`config.mk`:
```
export PLATFORM = sky130hd
export DESIGN_NAME = htif_mem_bridge
export DESIGN_NICKNAME = d
export VERILOG_FILES = /design/src/rtl/htif_mem_bridge.sv
export SDC_FILE = /design/constraint.sdc
export NUM_CORES = 1
export LEC_CHECK = 0
export CAP_MARGIN = 20
export CORE_UTILIZATION = 45
export DETAILED_ROUTE_END_ITERATION = 16
export PLACE_DENSITY = 0.8
export SLEW_MARGIN = 30
export SYNTH_ARGS = -nofsm -noshare
export SYNTH_HDL_FRONTEND = slang
export SYNTH_SLANG_ARGS = --single-unit
```
`constraint.sdc`:
```
create_clock -name clk -period 2.8 [get_ports clk]
set_clock_uncertainty 0.15 [all_clocks]
set_input_delay 0.56 -clock clk [delete_from_list [all_inputs] [get_ports clk]]
set_output_delay 0.56 -clock clk [all_outputs]
set_load 0.05 [all_outputs]
```
`src/rtl/htif_mem_bridge.sv`:
```
// Bridges one 128-bit HTIF memory request at a time onto a 32-bit synchronous
// single-port RAM as four beats, gathering read beats into one response pulse.
//
// state      | meaning
// S_IDLE     | ready for a request; latches op/line/data/tag on accept
// S_WRITE    | issuing write beats 0..3
// S_READ     | issuing read beats 0..3, gathering the previous beat
// S_READ_DRAIN | no access; captures beat 3 into the response register
// S_RESP     | one-cycle htif_resp_val pulse
module htif_mem_bridge #(
  parameter int TAG_BITS      = 5,
  parameter int MEM_ADDR_BITS = 14
) (
  input  logic                     clk,
  input  logic                     rst,
  input  logic                     htif_req_val,
  output logic                     htif_req_rdy,
  input  logic                     htif_req_op,
  input  logic [31:0]              htif_req_addr,
  input  logic [127:0]             htif_req_data,
  input  logic [TAG_BITS-1:0]      htif_req_tag,
  output logic                     htif_resp_val,
  output logic [127:0]             htif_resp_data,
  output logic [TAG_BITS-1:0]      htif_resp_tag,
  output logic                     mem_en,
  output logic                     mem_we,
  output logic [MEM_ADDR_BITS-1:0] mem_addr,
  output logic [31:0]              mem_wdata,
  input  logic [31:0]              mem_rdata
);

  localparam int LINE_BITS = MEM_ADDR_BITS - 2;

  typedef enum logic [2:0] {
    S_IDLE,
    S_WRITE,
    S_READ,
    S_READ_DRAIN,
    S_RESP
  } state_t;

  state_t               state_q, state_d;
  logic                 accept;
  logic [1:0]           beat_q;
  logic [LINE_BITS-1:0] line_q;
  logic [127:0]         wdata_q;
  logic [TAG_BITS-1:0]  tag_q;
  logic [95:0]          gather_q;
  logic [127:0]         resp_data_q;
  logic [TAG_BITS-1:0]  resp_tag_q;

  // Byte-address bits outside the RAM's line range are dropped, so the RAM wraps.
  logic unused_addr;
  assign unused_addr = ^{htif_req_addr[31:MEM_ADDR_BITS+2], htif_req_addr[3:0]};

  assign htif_resp_data = resp_data_q;
  assign htif_resp_tag  = resp_tag_q;

  always_ff @(posedge clk) begin
    if (rst) state_q <= S_IDLE;
    else     state_q <= state_d;
  end

  always_comb begin
    state_d       = state_q;
    accept        = 1'b0;
    htif_req_rdy  = 1'b0;
    htif_resp_val = 1'b0;
    mem_en        = 1'b0;
    mem_we        = 1'b0;
    mem_addr      = '0;
    mem_wdata     = '0;
    case (state_q)
      S_IDLE: begin
        htif_req_rdy = !rst;
        if (htif_req_val && !rst) begin
          accept  = 1'b1;
          state_d = htif_req_op ? S_WRITE : S_READ;
        end
      end
      S_WRITE: begin
        mem_en    = 1'b1;
        mem_we    = 1'b1;
        mem_addr  = {line_q, beat_q};
        mem_wdata = wdata_q[{beat_q, 5'd0} +: 32];
        if (beat_q == 2'd3) state_d = S_IDLE;
      end
      S_READ: begin
        mem_en   = 1'b1;
        mem_addr = {line_q, beat_q};
        if (beat_q == 2'd3) state_d = S_READ_DRAIN;
      end
      S_READ_DRAIN: state_d = S_RESP;
      S_RESP: begin
        htif_resp_val = 1'b1;
        state_d       = S_IDLE;
      end
      default: state_d = S_IDLE;
    endcase
  end

  always_ff @(posedge clk) begin
    if (rst) begin
      beat_q      <= '0;
      line_q      <= '0;
      wdata_q     <= '0;
      tag_q       <= '0;
      gather_q    <= '0;
      resp_data_q <= '0;
      resp_tag_q  <= '0;
    end else begin
      if (accept) begin
        line_q  <= htif_req_addr[MEM_ADDR_BITS+1:4];
        wdata_q <= htif_req_data;
        tag_q   <= htif_req_tag;
        beat_q  <= '0;
      end
      if (state_q == S_WRITE || state_q == S_READ) beat_q <= beat_q + 2'd1;
      // RAM data lags the address by one cycle, so each read cycle stores the prior beat.
      if (state_q == S_READ && beat_q != 2'd0)
        gather_q[{beat_q - 2'd1, 5'd0} +: 32] <= mem_rdata;
      if (state_q == S_READ_DRAIN) begin
        resp_data_q <= {mem_rdata, gather_q};
        resp_tag_q  <= tag_q;
      end
    end
  end

endmodule

```
==> impl_metrics.tcl, run 1 <==
set metrics [dict create \
    power.density_nw_per_um2 615 \
    yosys-top-cells-count "dfxtp_1, nand2_1, a21oi_1" \
    cts_tree "done" \
    gr-usage-all-layers_pct 25.2 \
    intPower_mw 9.62 \
    holdWs_ns 0.294 \
    grt_start_max_net_pins 220 \
    drt_iter0_drc 1299 \
    post-route-util_pct 61.9 \
    p_sw_share_pct 24.7 \
    netlist_instances 1633 \
    finalInstanceArea_sq_um 20800 \
    tightest_slew_ns 1.15 \
    end_kind "primary output" \
    synth_area_leader_cell "dfxtp_1" \
    maxCapViolCount 0 \
    switchingPower_mw 3.16 \
    antenna_found_initial 5 \
    total_power_mw 12.8 \
    vdd_drop_max_uv 660 \
    wl_um 45400 \
    fp.coreArea_sq_um 33600 \
    critPathRequiredTime_ns 2.09 \
    netlist_top_cells_area "dfxtp_1, mux2_1, a21oi_1" \
    multi_input_area_sq_um 7090 \
    p_clk_share_pct 42.4 \
    comb_power_share_pct 13.0 \
    fin_crit_ns 2.77 \
    stdcell_count 2390 \
    drive_above_1_share_pct 10.8 \
    htreeDepth 2 \
    synth_area_sq_um 15400 \
    post-synth-top-count-cell "dfxtp_1" \
    status "completed" \
    numCtsBuffers 40 \
    grt_pass1_wl_um 70100 \
    finalHoldViolations 0 \
    power_frac_seq_pct 44.6 \
    num-fill-cells 2692 \
    area_delta_synth_final_pct 34.9 \
    clock_latency_ns 0.54 \
    min_period_over_period_pct 99.0 \
    p_leak_nw 7.63 \
    setup_viol 0 \
    nets 2114 \
    synth_edf_count 0 \
    ys_ff_latch 379 \
    dieArea_sq_um 35000 \
    clkTransAtPathRegs_ns 0.06 \
    row_count 67 \
    pin_count 384 \
    rsz0062_at_grt "true" \
    synth_flop_cell "dfxtp_1" \
    synth.distinct_cells 35 \
    die_w_um 187 \
    async_flop_share_pct 0 \
    fmax_ghz 0.361 \
    synth_nets 1840 \
    path_max_fanout 23 \
    wl_per_cell_um 19.0 \
    seq_area_sq_um 7590 \
    drv_slew 0 \
    io_buffer_count 363 \
    grt_overflow_total 0 \
    placed_area_sq_um 19400 \
    via_count 13126 \
    cp.arrival_ns 2.06 \
    rrSetupSlack_ns 0.26 \
    cts.path.max_buffers 3 \
    synth_top_area_share_pct 49.2 \
    first_pass_iters 6 \
    pre_cts_ws_ns 0.209 \
    syn_area_per_cell_sq_um 9.44 \
    setup_tns_ns 0 \
    antenna_left 0 \
    place_inst 2312 \
    gp_congestion 0.825 \
    dpl.hpwl_um 29900 \
    holdCritPathClass "flip-flop to flip-flop" \
    yosys_warnings 0 \
    clock-sinks 379 \
    initial_core_util_pct 45.9 \
    worstSetupPathType "flip-flop to primary output" \
    synth_seq_area_share_pct 49.2 \
    slew_headroom_pct 23.4 \
    fp.dieH_um 187 \
    grt_pass1_vias 12678 \
    viasPerCell 5.49 \
    drc 0 \
    crit_path_start_kind "flip-flop" \
    worst_slack_ns 0.0277 \
    root_buffer "clkbuf_16" \
]
[path summary, 6_finish.rpt]
| check | to | start | depth (start not counted) |
|---|---|---|---|
| setup reg to reg | gather_q[10] | beat_q[0] | 7 |
| setup / recovery | mem_wdata[23] | beat_q[0] | 4 |
| hold reg to reg | htif_resp_tag[1] | tag_q[1] | 2 |
| hold / removal | htif_resp_tag[1] | tag_q[1] | 2 |
[registers in the layout (all words and copies together) (netlist names)]
signal and flops:
line_q 12, state_q 3, htif_resp_tag 5, tag_q 5, gather_q 96, beat_q 2, htif_resp_data 128, wdata_q 128
[cell type report]
class | count | area share, %
flip-flops and latches | 379 | 36.5
multi-input cells | 1087 | 34.1
repair buffers | 390 | 19.9
clock buffers | 59 | 5.73
well taps | 448 | 2.70
clock inverters | 14 | 0.806
inverters | 9 | 0.180
diodes | 4 | 0.0481
[power groups by stage]
stage / sequential, mW / clock (mW) / combinational, mW
5_1_grt: 5.72 / 5.73 / 1.75
3_5_place_dp: 5.82 / 0 / 1.63
3_3_place_gp: 5.81 / 0 / 1.60
2_1_floorplan: 5.81 / 0 / 0.955
6_report: 5.71 / 5.42 / 1.66
4_1_cts: 5.70 / 5.49 / 1.66
[layout by cell type (no fill, tap or decap), types with 12 or more instances in the layout]
master,n
buf_12,34
nand4_1,96
a21oi_1,230
clkbuf_8,12
mux4_2,32
clkdlybuf4s50_1,312
and2_1,14
o21ai_1,40
buf_4,41
mux2_1,128
mux2_2,18
nor2b_1,145
o21ai_0,56
clkbuf_16,40
dfxtp_1,376
nand2_1,267
and3_1,32
[worst max-delay path, cell delays in order, from the launching register on]
cell     delay (ns)
dfxtp_4        0.37
buf_12         0.22
mux4_2         0.54
and3_1         0.20
buf_4          0.19
[logic make-up (layout without fill, tap and decap cells)]
kind of cell	after synthesis	in the layout	synth area share (%)
AND/OR/NAND/NOR	573	573	19.1
flip-flops	379	379	49.2
AO/OA/AOI/OAI	329	329	10.8
multiplexers	178	178	15.3
buffers and inverters	167	472	4.98
adder cells (fa/ha/maj)	6	6	0.487
XOR/XNOR	1	1	0.0568
other	0	4	0
[layer usage]
layer  global-route usage (%)  routed length [um]  vias to the layer above  share of wire [%]
li1                         -                   -                     6190                  -
met1                     29.6               17100                     6200                 38
met2                     40.4               21200                      591                 47
met3                     7.71                4460                      143                9.8
met4                     15.3                2620                        2                5.8
met5                        0                  16                        -              0.035
[what timing repair did]
item | CTS | global route
hold buffers | 0 | 0
resized for setup | 6 | 0
endpoints found under the setup margin | 22 | 26
setup buffers | 1 | 0
Note: power is estimated with default switching activity, not from simulation.
==> run 2, diff against run 1 <==
Settings changed: CORE_UTILIZATION 45 to 40, PLACE_DENSITY 0.8 to 0.73.
==> run 2 against run 1 <==
Against the previous run: critical path type unchanged; sequential cell count unchanged; via count down 0.18%; highest routed layer is now met4; clock-buffer cell count down 5; combinational power up 4%; setup slack better by 0.020 ns; design area up 2.0%; wire length up 4.3%; sequential power about the same; final cell count up 3.3%; register-to-register slack better by 0.06 ns.
==> impl_metrics.tcl, run 2 (synthesis gave the netlist of run 1 again) <==
set metrics [dict create \
    status "completed" \
    cts_hold_buf 0 \
    antenna_left 0 \
    dieArea_sq_um 39300 \
    use_met2_pct 39.1 \
    pin_count 384 \
    grt_pass1_wl_um 71900 \
    total_power_mw 12.9 \
    end_kind "primary output" \
    critPathRequiredTime_ns 2.09 \
    intPower_mw 9.61 \
    antenna_found_initial 3 \
    grt-busiest-layer "met2" \
    worst_slack_ns 0.0480 \
    drive_above_1_share_pct 12.2 \
    gp_congestion 0.846 \
    gr-usage-all-layers_pct 23.6 \
    comb_power_share_pct 13.4 \
    final_cell_mix "dfxtp_1, clkdlybuf4s50_1, nand2_1, a21oi_1, nor2b_1" \
    switchingPower_mw 3.27 \
    fp.dieH_um 198 \
    path_max_fanout 12 \
    drv_slew 0 \
    worst-path-buf-inv 2 \
    slew_headroom_pct 39.3 \
    cts_tree "done" \
    finalHoldViolations 0 \
    num-fill-cells 3246 \
    tightest_slew_ns 0.909 \
    seq_area_sq_um 7590 \
    stdcell_count 2468 \
    fmax_ghz 0.363 \
    p_sw_share_pct 25.4 \
    grt_overflow_total 0 \
    min_period_over_period_pct 98.3 \
    nets 2129 \
    fp.coreArea_sq_um 37800 \
    clkTransAtPathRegs_ns 0.06 \
    power_frac_seq_pct 44.3 \
    setup_viol 0 \
    crit_top_cell "buf_12" \
    initial_core_util_pct 40.8 \
    io_buffer_count 363 \
    met1_usage_pct 28.5 \
    numCtsBuffers 41 \
    fin_crit_ns 2.75 \
    maxCapViolCount 0 \
    holdCritPathClass "primary input to flip-flop" \
    clock_latency_ns 0.53 \
    clock-sinks 379 \
    root_buffer "clkbuf_16" \
    p_leak_nw 7.70 \
    cp.arrival_ns 2.04 \
    grt_start_max_net_pins 226 \
    cpMaxStageDelayCell "mux4_2" \
    power.density_nw_per_um2 607 \
    multi_input_area_sq_um 7170 \
    first_pass_iters 5 \
    holdWs_ns 0.191 \
    worstPathCellList "buf_12 -> mux4_2 -> and3_4 -> buf_12" \
    cts.path.max_buffers 3 \
    htreeDepth 2 \
    dpl.hpwl_um 30900 \
    drt_iter0_drc 1088 \
    pre_cts_ws_ns 0.353 \
    wl_per_cell_um 19.2 \
    layout_commonest_cell "dfxtp_1" \
    place_inst 2382 \
    grt_pass1_vias 12589 \
    crit_path_start_kind "flip-flop" \
    via_count 13103 \
    vdd_drop_max_uv 416 \
    wl_um 47300 \
    die_w_um 198 \
    p_clk_share_pct 42.2 \
    grt_use_met3_pct 6.22 \
    rsz0062_at_grt "true" \
    row_count 71 \
    worstSetupPathType "flip-flop to primary output" \
    cpPeakStageDelay_ns 0.53 \
    critPathTopFamily "multiplexers" \
    drc 0 \
    area_delta_synth_final_pct 37.7 \
    viasPerCell 5.31 \
]
[run 2: cell type report]
cell class                 instances  share of cell area (%)
sequential                       379                    35.8
multi-input combinational       1087                    33.8
timing repair buffer             403                    20.8
clock buffer                      54                    5.40
tap                              511                    3.01
clock inverter                    21                   0.996
inverter                           9                   0.177
timing repair inverter             1                  0.0354
antenna                            3                  0.0354
[run 2: worst paths after layout]
path / slack, ns / depth (start not counted) / to / start
hold reg to reg: 0.29 / 2 / htif_resp_data[28] / gather_q[28]
setup / recovery: 0.05 / 4 / mem_wdata[4] / beat_q[0]
hold / removal: 0.19 / 2 / htif_resp_tag[1] / rst
setup reg to reg: 0.32 / 6 / gather_q[38] / beat_q[0]
[run 2: power by group through the flow]
stage	clock [mW]	combinational (mW)	sequential [mW]
final	5.44	1.73	5.71
after CTS	5.53	1.70	5.71
after detailed placement	0	1.65	5.82
after global placement	0	1.62	5.81
after global routing	5.75	1.83	5.73
after floorplan	0	0.955	5.81
[run 2: per-layer routing]
layer / wire length [um] / vias up
met3: 4280 / 103
li1: - / 6225
met1: 18300 / 6194
met2: 22900 / 581
met5: 0 / -
met4: 1880 / 0
[run 2: timing repair]
item	4_1_cts	5_1_grt
endpoints found under the setup margin	45	23
gates cloned	2	0
setup buffers	2	3
gates resized for setup	25	18
[run 2: metrics by stage]
stage / instance area [sq um] / util [%] / TNS [ns]
after detailed placement: 19600 / 51.9 / 0
after global placement: 19600 / 51.9 / 0
final: 21200 / 56.2 / 0
after CTS: 21100 / 55.8 / -0.0167
after floorplan: 15400 / - / 0
after global routing: 21200 / 56.2 / -0.0216
